$ cat src/rtl/arith_pkg.sv
// Shared definitions for the bit-serial arithmetic blocks: FSM encoding and
// counter sizing.
package arith_pkg;

   localparam logic [1:0] ST_IDLE = 2'd0;
   localparam logic [1:0] ST_RUN  = 2'd1;
   localparam logic [1:0] ST_DONE = 2'd2;

   typedef enum logic [1:0] {
      StIdle = ST_IDLE,
      StRun  = ST_RUN,
      StDone = ST_DONE
   } state_e;

   // Bit-slice counter width; never narrower than one bit.
   function automatic int unsigned cnt_w(input int unsigned width);
      return (width > 1) ? $clog2(width) : 1;
   endfunction

endpackage

$ cat src/rtl/fs_2x1mux.sv
// Combinational full subtractor (a - b - bin) built only from mux2x1 cells.
module fs_2x1mux (
   input  logic a,
   input  logic b,
   input  logic bin,
   output logic diff,
   output logic bout
);

   logic b_n;
   logic x;
   logic x_n;

   mux2x1 u_inv_b (.d0(1'b1), .d1(1'b0), .sel(b),   .y(b_n));
   mux2x1 u_xor_ab (.d0(b),   .d1(b_n),  .sel(a),   .y(x));
   mux2x1 u_inv_x (.d0(1'b1), .d1(1'b0), .sel(x),   .y(x_n));
   mux2x1 u_xor_d (.d0(x),    .d1(x_n),  .sel(bin), .y(diff));
   // When a != b the borrow is simply b; when a == b it propagates bin.
   mux2x1 u_bout  (.d0(bin),  .d1(b),    .sel(x),   .y(bout));

endmodule

$ cat src/rtl/mux2x1.sv
// Two-input multiplexer primitive: y = sel ? d1 : d0.
module mux2x1 (
   input  logic d0,
   input  logic d1,
   input  logic sel,
   output logic y
);

   assign y = sel ? d1 : d0;

endmodule

$ cat src/rtl/serial_sub_2x1mux.sv
// Bit-serial subtractor: diff = a - b - bin over WIDTH cycles, LSB first,
// with a single mux-based full-subtractor slice and a borrow flop.
module serial_sub_2x1mux
   import arith_pkg::*;
#(
   parameter int unsigned WIDTH = 8
) (
   input  logic             clk,
   input  logic             rst_n,
   input  logic             start,
   input  logic [WIDTH-1:0] a,
   input  logic [WIDTH-1:0] b,
   input  logic             bin,
   output logic             busy,
   output logic             done,
   output logic [WIDTH-1:0] diff,
   output logic             bout
);

   localparam int unsigned CW = cnt_w(WIDTH);

   state_e           state_q, state_d;
   logic [WIDTH-1:0] sh_a_q, sh_a_d;
   logic [WIDTH-1:0] sh_b_q, sh_b_d;
   logic [WIDTH-1:0] diff_q, diff_d;
   logic [CW-1:0]    cnt_q, cnt_d;
   logic             br_q, br_d;
   logic             bout_q, bout_d;
   logic             fs_d;
   logic             fs_b;

   fs_2x1mux u_fs (
      .a   (sh_a_q[0]),
      .b   (sh_b_q[0]),
      .bin (br_q),
      .diff(fs_d),
      .bout(fs_b)
   );

   always_comb begin
      state_d = state_q;
      sh_a_d  = sh_a_q;
      sh_b_d  = sh_b_q;
      diff_d  = diff_q;
      cnt_d   = cnt_q;
      br_d    = br_q;
      bout_d  = bout_q;
      unique case (state_q)
         StIdle: begin
            if (start) begin
               sh_a_d  = a;
               sh_b_d  = b;
               br_d    = bin;
               cnt_d   = '0;
               diff_d  = '0;
               bout_d  = 1'b0;
               state_d = StRun;
            end
         end
         StRun: begin
            sh_a_d = {1'b0, sh_a_q[WIDTH-1:1]};
            sh_b_d = {1'b0, sh_b_q[WIDTH-1:1]};
            diff_d = {fs_d, diff_q[WIDTH-1:1]};
            br_d   = fs_b;
            cnt_d  = cnt_q + CW'(1);
            if (cnt_q == CW'(WIDTH - 1)) begin
               bout_d  = fs_b;
               state_d = StDone;
            end
         end
         StDone: state_d = StIdle;
         default: state_d = StIdle;
      endcase
   end

   always_ff @(posedge clk or negedge rst_n) begin
      if (!rst_n) begin
         state_q <= StIdle;
         sh_a_q  <= '0;
         sh_b_q  <= '0;
         diff_q  <= '0;
         cnt_q   <= '0;
         br_q    <= 1'b0;
         bout_q  <= 1'b0;
      end else begin
         state_q <= state_d;
         sh_a_q  <= sh_a_d;
         sh_b_q  <= sh_b_d;
         diff_q  <= diff_d;
         cnt_q   <= cnt_d;
         br_q    <= br_d;
         bout_q  <= bout_d;
      end
   end

   assign busy = (state_q == StRun);
   assign done = (state_q == StDone);
   assign diff = diff_q;
   assign bout = bout_q;

endmodule

$ cat config.mk
export PLATFORM = sky130hd
export DESIGN_NAME = serial_sub_2x1mux
export DESIGN_NICKNAME = d
export VERILOG_FILES = /design/src/rtl/arith_pkg.sv /design/src/rtl/fs_2x1mux.sv /design/src/rtl/mux2x1.sv /design/src/rtl/serial_sub_2x1mux.sv
export SDC_FILE = /design/constraint.sdc
export NUM_CORES = 1
export LEC_CHECK = 0
export ABC_AREA = 1
export BUFFER_PORTS_ARGS = -buffer_cell sky130_fd_sc_hd__buf_2
export CORE_MARGIN = 2
export CORE_UTILIZATION = 52
export CTS_CLUSTER_DIAMETER = 100
export DETAILED_ROUTE_END_ITERATION = 8
export PLACE_DENSITY = 0.83
export SLEW_MARGIN = 20
export SYNTH_ARGS = -nofsm -noshare
export SYNTH_HDL_FRONTEND = slang
export SYNTH_SLANG_ARGS = --single-unit
$ cat constraint.sdc
create_clock -name clk -period 1.5 [get_ports clk]
set_input_delay 0.15 -clock clk [delete_from_list [all_inputs] [get_ports clk]]
set_output_delay 0.15 -clock clk [all_outputs]
set_load 0.1 [all_outputs]
==> impl_metrics.yaml, run 1 <==
status:
  status: "completed"
clock_tree:
  cts.sinks: 31
  path_clk_slew_ns: 0.10
  clk_latency_ns: 0.34
  clock_path_buffers: 2
  cts_buffers: 5
  cts_tree: "yes"
  h-tree-depth: 2
  clockRootBuffer: "clkbuf_4"
drt:
  wire_per_inst_um: 14.0
  drt_iter0_drc: 26
  antenna_left: 0
  vias: 1124
  routed_wl_um: 2920
  viasPerCell: 5.40
  dr.pass1.iters: 4
  drc: 0
worst_hold_path:
  hp-class: "primary input to flip-flop"
synthesis:
  synthCells: 140
  synthesis.nets: 162
  synthesis.area_um2: 1370
  synth_seq_cells: 31
  synth_cell_type_count: 19
  yosysWarnings: 0
  ys_seq_area_share_pct: 56.5
  syn-mean-instance-area_um2: 9.80
floorplanning:
  die_h_um: 55.4
  dieArea_um2: 3070
  io_pins: 31
  start_util_pct: 54.9
  rows: 18
  die_x_um: 55.4
  core_um2: 2500
global_routing:
  grtUsageMet2_pct: 32.5
  grtUsageMet3_pct: 7.49
  grt_max_degree: 32
  grt_overflow_total: 0
  grt_pass1_vias: 1095
  antenna_found_initial: 0
  grt_pass1_wl_um: 5230
  grt.total_usage_pct: 22.1
  met1_usage_pct: 30.7
  grt_busiest_layer: "met2"
finish:
  drive_gt1_share_pct: 28.7
  multi_input_area_um2: 479
  fin_area_um2: 1640
  final_cell_mix: "dfrtp_1 (31), buf_2 (28), o22ai_1 (20)"
  register_area_um2: 776
  nNetsFinal: 199
  n_antenna_cell: 0
  fillers: 208
  final_common_cell: "dfrtp_1"
  syn_to_final_growth_pct: 19.5
  instances_no_fill: 208
sta:
  slew_headroom_pct: 55.8
  holdWs_ns: 0.0456
  fin_setup_tns_ns: 0
  worst_pin_slew_ns: 0.662
  fin_crit_ns: 1.42
  rsz0062_at_grt: "false"
  skew_ns: 0.0125
  finalCritPeriodShare_pct: 94.7
  hold_viol: 0
  setup_viol_count_final: 0
  fmax_ghz: 0.704
  drv_slew: 0
critical_path:
  required_ns: 1.35
  worstPathArrival_ns: 1.27
  crit_buf_inv: 2
  crit_type: "flip-flop to output port"
  cp_top_family: "flip-flops"
  cp_slowest_stage_delay_ns: 0.46
  path_cells: "inv_2, nor2_4, buf_12"
  critical_path.endpoint_type: "output port"
  start_kind: "flip-flop"
  slowest_stage: "dfrtp_1"
  crit_fanout: 4
placement:
  dp.cells: 197
  port_buffers: 30
  gp_congestion: 0.784
  dp_hpwl_um: 2010
  placed_area_um2: 1540
run:
  maxCapViolCount: 0
## synthesized netlist by cell type
cell | n | area, µm²
a21oi_1 | 1 | 5.00
a21oi_2 | 1 | 8.76
a22o_1 | 2 | 17.5
buf_4 | 4 | 30.0
buf_6 | 3 | 33.8
dfrtp_1 | 31 | 776
ha_1 | 2 | 25.0
inv_1 | 13 | 48.8
inv_2 | 2 | 7.51
nand2_1 | 12 | 45.0
nand2_4 | 3 | 33.8
nand3_1 | 7 | 35.0
nand3b_1 | 1 | 7.51
nor2_1 | 18 | 67.6
nor2_4 | 1 | 11.3
nor3_1 | 14 | 70.1
o21ai_0 | 4 | 20.0
o21ai_1 | 1 | 5.00
o22ai_1 | 20 | 125
## flip-flops by register name, indices dropped and copies added, names as in the netlist
name / flops
diff: 8
sh_a_q: 8
sh_b_q: 8
cnt_q: 3
state_q: 2
bout: 1
br_q: 1
## final cells by class
| cell class | count | area share, % |
|---|---|---|
| flip-flops and latches | 31 | 47.3 |
| multi-input cells | 87 | 29.2 |
| repair buffers | 37 | 13.6 |
| clock buffers | 8 | 4.20 |
| inverters | 15 | 3.43 |
| well taps | 30 | 2.29 |
## kinds of logic (layout without fill, tap and decap cells)
| kind of cell | Yosys count | in the layout | share of synthesized area, % |
|---|---|---|---|
| AOI/OAI and AO/OA | 29 | 29 | 13.2 |
| adders and majority gates | 2 | 2 | 1.82 |
| buffers and inverters | 22 | 60 | 8.75 |
| DFF | 31 | 31 | 56.5 |
| and+or+nand+nor | 56 | 56 | 19.7 |
## metrics by stage
stage	setup slack, ns	util [%]
finish	0.0798	65.6
floorplan	0.0953	-
global route	0.0161	65.6
global placement	0.241	61.8
detailed placement	0.171	61.8
CTS	0.0630	65.6
## routing by layer
layer | wire [µm] | vias up
li1 | - | 554
met1 | 1280 | 537
met2 | 1430 | 26
met3 | 165 | 7
met4 | 45 | 0
met5 | 0 | -
## path summary, 6_finish.rpt
path / start / end / slack (ns) / cells after the start
worst max register to register: state_q[0]$_DFFE_PN0P_ / sh_a_q[0]$_DFFE_PN0P_ / 0.14 / 6
worst max-delay path: state_q[0]$_DFFE_PN0P_ / busy / 0.08 / 3
worst min-delay path: a[7] / sh_a_q[7]$_DFFE_PN0P_ / 0.05 / 3
max in group asynchronous: rst_n / diff[3]$_DFFE_PN0P_ / 0.69 / 2
worst min register to register: sh_b_q[7]$_DFFE_PN0P_ / sh_b_q[7]$_DFFE_PN0P_ / 0.52 / 2
min in group asynchronous: rst_n / sh_b_q[6]$_DFFE_PN0P_ / 0.37 / 2
## tightest hold or removal path: stages
cell and delay, ns:
buf_2 0.07, nand3_1 0.07, nand2_1 0.06
## what timing repair did
item                                   CTS  global route
hold buffers                             1             0
endpoints found under the hold margin   31             0
gates resized for setup                  1             0
setup endpoints to repair                2             0
setup buffers                            2             0
Power of run 1 is left out: the tool's default activity adds up to more than one toggle a clock period on the data nets, which glitch-free logic cannot reach.
==> run 2: changes to the inputs <==
--- a/config.mk
+++ b/config.mk
@@ -8,10 +8,10 @@
 export ABC_AREA = 1
 export BUFFER_PORTS_ARGS = -buffer_cell sky130_fd_sc_hd__buf_2
 export CORE_MARGIN = 2
-export CORE_UTILIZATION = 52
+export CORE_UTILIZATION = 50
 export CTS_CLUSTER_DIAMETER = 100
 export DETAILED_ROUTE_END_ITERATION = 8
-export PLACE_DENSITY = 0.83
+export PLACE_DENSITY = 0.81
 export SLEW_MARGIN = 20
 export SYNTH_ARGS = -nofsm -noshare
 export SYNTH_HDL_FRONTEND = slang
==> impl_metrics.yaml, run 2 (synthesis gave the netlist of run 1 again) <==
critical_path:
  start_kind: "flip-flop"
  required_ns: 1.35
  crit_fanout: 21
  critical_path.endpoint_type: "output port"
  r2r_start: "state_q[1]$_DFFE_PN0P_"
  rr_worst_depth: 5
  reg2reg_to: "diff[6]$_DFFE_PN0P_"
  crit_type: "flip-flop to output port"
  worstPathArrival_ns: 1.28
  r2r_slack_ns: 0.16
sta:
  fin_crit_ns: 1.43
  worst_pin_slew_ns: 0.679
  rsz0062_at_grt: "false"
  skew_ns: 0.00816
  hold_viol: 0
  fin_setup_tns_ns: 0
  setup_viol_count_final: 0
  finalCritPeriodShare_pct: 95.4
  finalWorstSetupSlack_ns: 0.0686
  drv_slew: 0
  fmax_ghz: 0.699
  slew_headroom_pct: 54.8
worst_hold_path:
  hp-start: "b[2]"
  hp-class: "primary input to flip-flop"
  min_to: "sh_b_q[2]$_DFFE_PN0P_"
  holdPathStages: 3
clock_tree:
  clk_latency_ns: 0.33
  clock_path_buffers: 2
  post_cts_buffers: 0
  h-tree-depth: 2
  path_clk_slew_ns: 0.10
  cts.sinks: 31
  cts_tree: "yes"
  clockRootBuffer: "clkbuf_4"
  cts_buffers: 5
finish:
  multi_input_area_um2: 479
  final_common_cell: "dfrtp_1"
  register_area_um2: 777
  drive_gt1_share_pct: 28.6
  nNetsFinal: 196
  fillers: 213
  final_cell_mix: "dfrtp_1 (30), buf_2 (28), o22ai_1 (20)"
  syn_to_final_growth_pct: 20.1
  n_antenna_cell: 0
drt:
  routed_wl_um: 2900
  dr.pass1.iters: 5
  vias: 1146
  drc: 0
  antenna_left: 0
  viasPerCell: 5.59
  wire_per_inst_um: 14.1
  drt_iter0_drc: 28
global_routing:
  grt_pass1_vias: 1126
  grt_pass1_wl_um: 4940
  grt_overflow_total: 0
  antenna_found_initial: 0
  grt_max_degree: 32
  grt.total_usage_pct: 20.3
placement:
  dp_hpwl_um: 2100
  gp_congestion: 0.752
  port_buffers: 30
  place_worst_setup_slack_ns: 0.172
floorplanning:
  die_x_um: 56.4
  die_h_um: 56.4
  dieArea_um2: 3180
  io_pins: 31
  rows: 18
  start_util_pct: 53.9
  core_um2: 2540
status:
  status: "completed"
run:
  maxCapViolCount: 0
-- run 2: cell count changes in the layout (fill, tap and decap cells not counted), sizes merged --
cell / previous run / this run
buf: 36 / 33
bufinv: 0 / 1
clkbuf: 8 / 6
clkinv: 0 / 1
-- run 2: stage by stage --
step | hold slack (ns) | instance area (µm²) | std cells | util (%)
after global placement | 0.214 | 1550 | 196 | 60.9
final | 0.0544 | 1650 | 205 | 64.8
after floorplan | -0.146 | 1380 | 140 | -
after global routing | 0.0449 | 1650 | 205 | 64.8
after CTS | 0.0525 | 1650 | 205 | 64.7
after detailed placement | 0.230 | 1550 | 196 | 60.9
-- run 2: per-layer routing --
| metal | vias up | global-route usage, % | wire length [µm] |
|---|---|---|---|
| met1 | 550 | 25.8 | 1220 |
| met4 | 0 | 8.84 | 71 |
| met2 | 38 | 31.9 | 1440 |
| met3 | 9 | 6.22 | 162 |
| met5 | - | 0 | 0 |
| li1 | 549 | - | - |
-- run 2: worst max path at each step --
stage	to	start	slack (ns)	cells past startpoint
after CTS	busy	state_q[0]$_DFFE_PN0P_	0.008	4
after global placement	cnt_q[1]$_DFFE_PN0P_	state_q[1]$_DFFE_PN0P_	0.25	5
after detailed placement	br_q$_DFFE_PN0P_	state_q[1]$_DFFE_PN0P_	0.17	6
after floorplan	done	state_q[1]$_DFFE_PN0P_	0.1	2
final	busy	state_q[0]$_DFFE_PN0P_	0.07	4
after global routing	busy	state_q[0]$_DFFE_PN0P_	0.02	4
-- run 2: cell type report --
| type | count | area share [%] |
|---|---|---|
| clock buffers | 6 | 3.11 |
| multi-input cells | 87 | 29.1 |
| well taps | 30 | 2.28 |
| clock inverters | 2 | 2.12 |
| repair buffers | 34 | 12.9 |
| flip-flops and latches | 31 | 47.1 |
| inverters | 15 | 3.41 |
-- run 2: timing repair --
item	CTS	global route
resized for setup	1	1
hold buffers	1	0
endpoints found under the hold margin	31	0
pin swaps	0	0
endpoints found under the setup margin	1	1
-- run 2: worst max-delay path, cell delays in order (launching register included) --
cell     delay, ns
dfrtp_2       0.42
inv_2         0.07
nor2_4        0.10
buf_12        0.16
buf_12        0.18
Power of run 2 is left out for the same reason.
==> run 3: changes to the inputs <==
--- a/config.mk
+++ b/config.mk
@@ -11,8 +11,9 @@
 export CORE_UTILIZATION = 50
 export CTS_CLUSTER_DIAMETER = 100
 export DETAILED_ROUTE_END_ITERATION = 8
-export PLACE_DENSITY = 0.81
+export PLACE_DENSITY = 0.79
 export SLEW_MARGIN = 20
 export SYNTH_ARGS = -nofsm -noshare
 export SYNTH_HDL_FRONTEND = slang
+export SYNTH_HIERARCHICAL = 1
 export SYNTH_SLANG_ARGS = --single-unit
==> impl_metrics.yaml, run 3 <==
floorplanning:
  core_um2: 3310
  rows: 21
  dieArea_um2: 3890
  start_util_pct: 51.4
  die_x_um: 62.3
  io_pins: 31
  die_h_um: 62.3
finish:
  drive_gt1_share_pct: 26.5
  n_antenna_cell: 0
  nNetsFinal: 270
  final_common_cell: "nand2_1"
  syn_to_final_growth_pct: 17.8
  instances_no_fill: 295
  final_cell_mix: "nand2_1 (85), nand3_1 (36), dfrtp_1 (30)"
  fin_area_um2: 2000
critical_path:
  required_ns: 1.35
  cp_slowest_stage_delay_ns: 0.42
  path_cells: "inv_4, nand2_8, clkinvlp_4, buf_12"
  cp_top_family: "buffers and inverters"
  start_kind: "flip-flop"
  slowest_stage: "dfrtp_1"
  worstPathArrival_ns: 1.31
  critical_path.endpoint_type: "output port"
  crit_buf_inv: 3
  crit_type: "flip-flop to output port"
  crit_fanout: 11
drt:
  wire_per_inst_um: 12.2
  routed_wl_um: 3610
  vias: 1457
  drc: 0
  viasPerCell: 4.94
  drt_iter0_drc: 80
  antenna_left: 0
  dr.pass1.iters: 4
clock_tree:
  cts.sinks: 31
  clockRootBuffer: "clkbuf_4"
  cts_tree: "yes"
  h-tree-depth: 2
  cts_buffers: 5
  clock_path_buffers: 2
  path_clk_slew_ns: 0.10
  clk_latency_ns: 0.32
synthesis:
  synthesis.area_um2: 1700
  ys_seq_area_share_pct: 45.6
  async_flop_share_pct: 100
  synthTopCellsByCount: "nand2_1 (85), nand3_1 (36), dfrtp_1 (31), inv_1 (18), buf_6 (7)"
  yosysTopAreaCellShare_pct: 45.6
  synth_cell_type_count: 20
  synthCells: 208
  synth_edf_count: 0
  syn-mean-instance-area_um2: 8.18
  yosysWarnings: 6
  synth.largest_area_cell: "dfrtp_1"
  ys_top_cells_by_area: "dfrtp_1 (46%), nand2_1 (19%), nand3_1 (11%)"
  synth_seq_cells: 31
  yosysMostFrequentCell: "nand2_1"
  synth_flop_cell: "dfrtp_1"
power_and_ir_drop:
  leakage_uw: 0.00112
  clkPwrFrac_pct: 9.9
  switching_share_pct: 52.8
  p_seq_share_pct: 30.4
  power.net_switching_uw: 2470
  p_per_area_nw_per_um2: 2330
  p_int_uw: 2210
  peakVddDrop_mv: 1.90
  pwr-share-comb_pct: 59.7
worst_hold_path:
  hp-class: "primary input to flip-flop"
global_routing:
  grt_pass1_wl_um: 6200
  grt_overflow_total: 0
  grt.total_usage_pct: 20.1
  grt_pass1_vias: 1412
  grt_max_degree: 32
  antenna_found_initial: 0
sta:
  finalCritPeriodShare_pct: 97.3
  fmax_ghz: 0.685
  fin_crit_ns: 1.46
  drv_slew: 0
  slew_headroom_pct: 53.2
  rsz0062_at_grt: "true"
  setup_viol_count_final: 0
  hold_viol: 0
  skew_ns: 0.00613
  worst_pin_slew_ns: 0.702
run:
  maxCapViolCount: 0
placement:
  placed_area_um2: 1890
  port_buffers: 30
  dp.cells: 281
  gp_congestion: 0.770
  dp_hpwl_um: 2310
status:
  status: "completed"
[run 3: cell types whose count changed in the layout (fill, tap and decap cells not counted), moves of 3 or more]
cell,delta
o22ai_2,+6
o22ai_1,-20
nor3_1,-14
nor2_1,-15
nand2_2,+3
nand3_1,+29
buf_4,+7
inv_1,+4
conb_1,+4
nand2_8,+3
nand2_1,+73
[run 3: kinds of logic after synthesis]
group | count (synthesis) | share of synthesized area [%]
AOI/OAI and AO/OA | 11 | 6.54
adders and majority gates | 2 | 1.47
buffers and inverters | 31 | 11.6
DFF | 31 | 45.6
other | 2 | 0.441
and+or+nand+nor | 131 | 34.3
[run 3: final cells by class]
| type | instances | area [µm²] |
|---|---|---|
| timing repair buffer | 42 | 277 |
| clock inverter | 1 | 5.00 |
| sequential | 31 | 777 |
| clock buffer | 7 | 45.0 |
| inverter | 19 | 77.6 |
| tap | 46 | 57.6 |
| multi-input combinational | 149 | 766 |
| fill | 322 | 1310 |
[run 3: worst paths after layout]
check / start / to / slack (ns) / cells past startpoint
setup / recovery: state_q[1]$_DFFE_PN0P_ / busy / 0.04 / 4
hold / removal: a[7] / sh_a_q[7]$_DFFE_PN0P_ / 0.02 / 3
setup reg to reg: sh_b_q[0]$_DFFE_PN0P_ / bout$_DFFE_PN0P_ / 0.17 / 12
hold reg to reg: sh_a_q[2]$_DFFE_PN0P_ / sh_a_q[2]$_DFFE_PN0P_ / 0.52 / 2
max in group asynchronous: rst_n / state_q[0]$_DFFE_PN0P_ / 0.61 / 2
min in group asynchronous: rst_n / sh_a_q[5]$_DFFE_PN0P_ / 0.40 / 2
[run 3: timing repair]
action | 4_1_cts | 5_1_grt
hold endpoints to repair | 31 | 0
endpoints found under the setup margin | 1 | 2
cloned | 0 | 1
gates resized for setup | 2 | 2
buffers inserted | 1 | 3
hold buffers | 1 | 0
pin swaps | 0 | 1
[run 3: power by group through the flow]
stage | Sequential (µW) | Clock [µW] | Combinational [µW]
detailed placement | 1410 | 0 | 2660
global placement | 1410 | 0 | 2610
global route | 1460 | 517 | 3070
floorplan | 2060 | 0 | 1600
finish | 1420 | 463 | 2790
CTS | 1410 | 478 | 2710
[run 3: layer usage]
layer  up-vias  GRT usage (%)  part of all wire [%]
met4         0           7.22                   1.2
met5         -              0                     0
li1        731              -                     -
met3         4           5.25                   5.1
met2        36           33.4                    50
met1       686           25.3                    43
[run 3: tightest hold or removal path: cells and delay by family]
| kind | cells | cell delay [ns] |
|---|---|---|
| buffers and inverters | 1 | 0.08 |
| AND/OR/NAND/NOR | 2 | 0.08 |
[run 3: stage by stage]
step / hold WS (ns) / setup TNS [ns] / util, % / power [µW] / setup WS, ns
2_1_floorplan: -0.146 / 0 / - / 3650 / 0.0434
3_3_place_gp: 0.236 / 0 / 57.0 / 4020 / 0.228
3_5_place_dp: 0.242 / 0 / 57.0 / 4070 / 0.197
4_1_cts: 0.0177 / 0 / 59.4 / 4600 / 0.00569
5_1_grt: 0.0442 / -0.0138 / 60.5 / 5050 / -0.0138
6_report: 0.0207 / 0 / 60.5 / 4670 / 0.0410
Note: power is estimated with default switching activity, not from simulation.
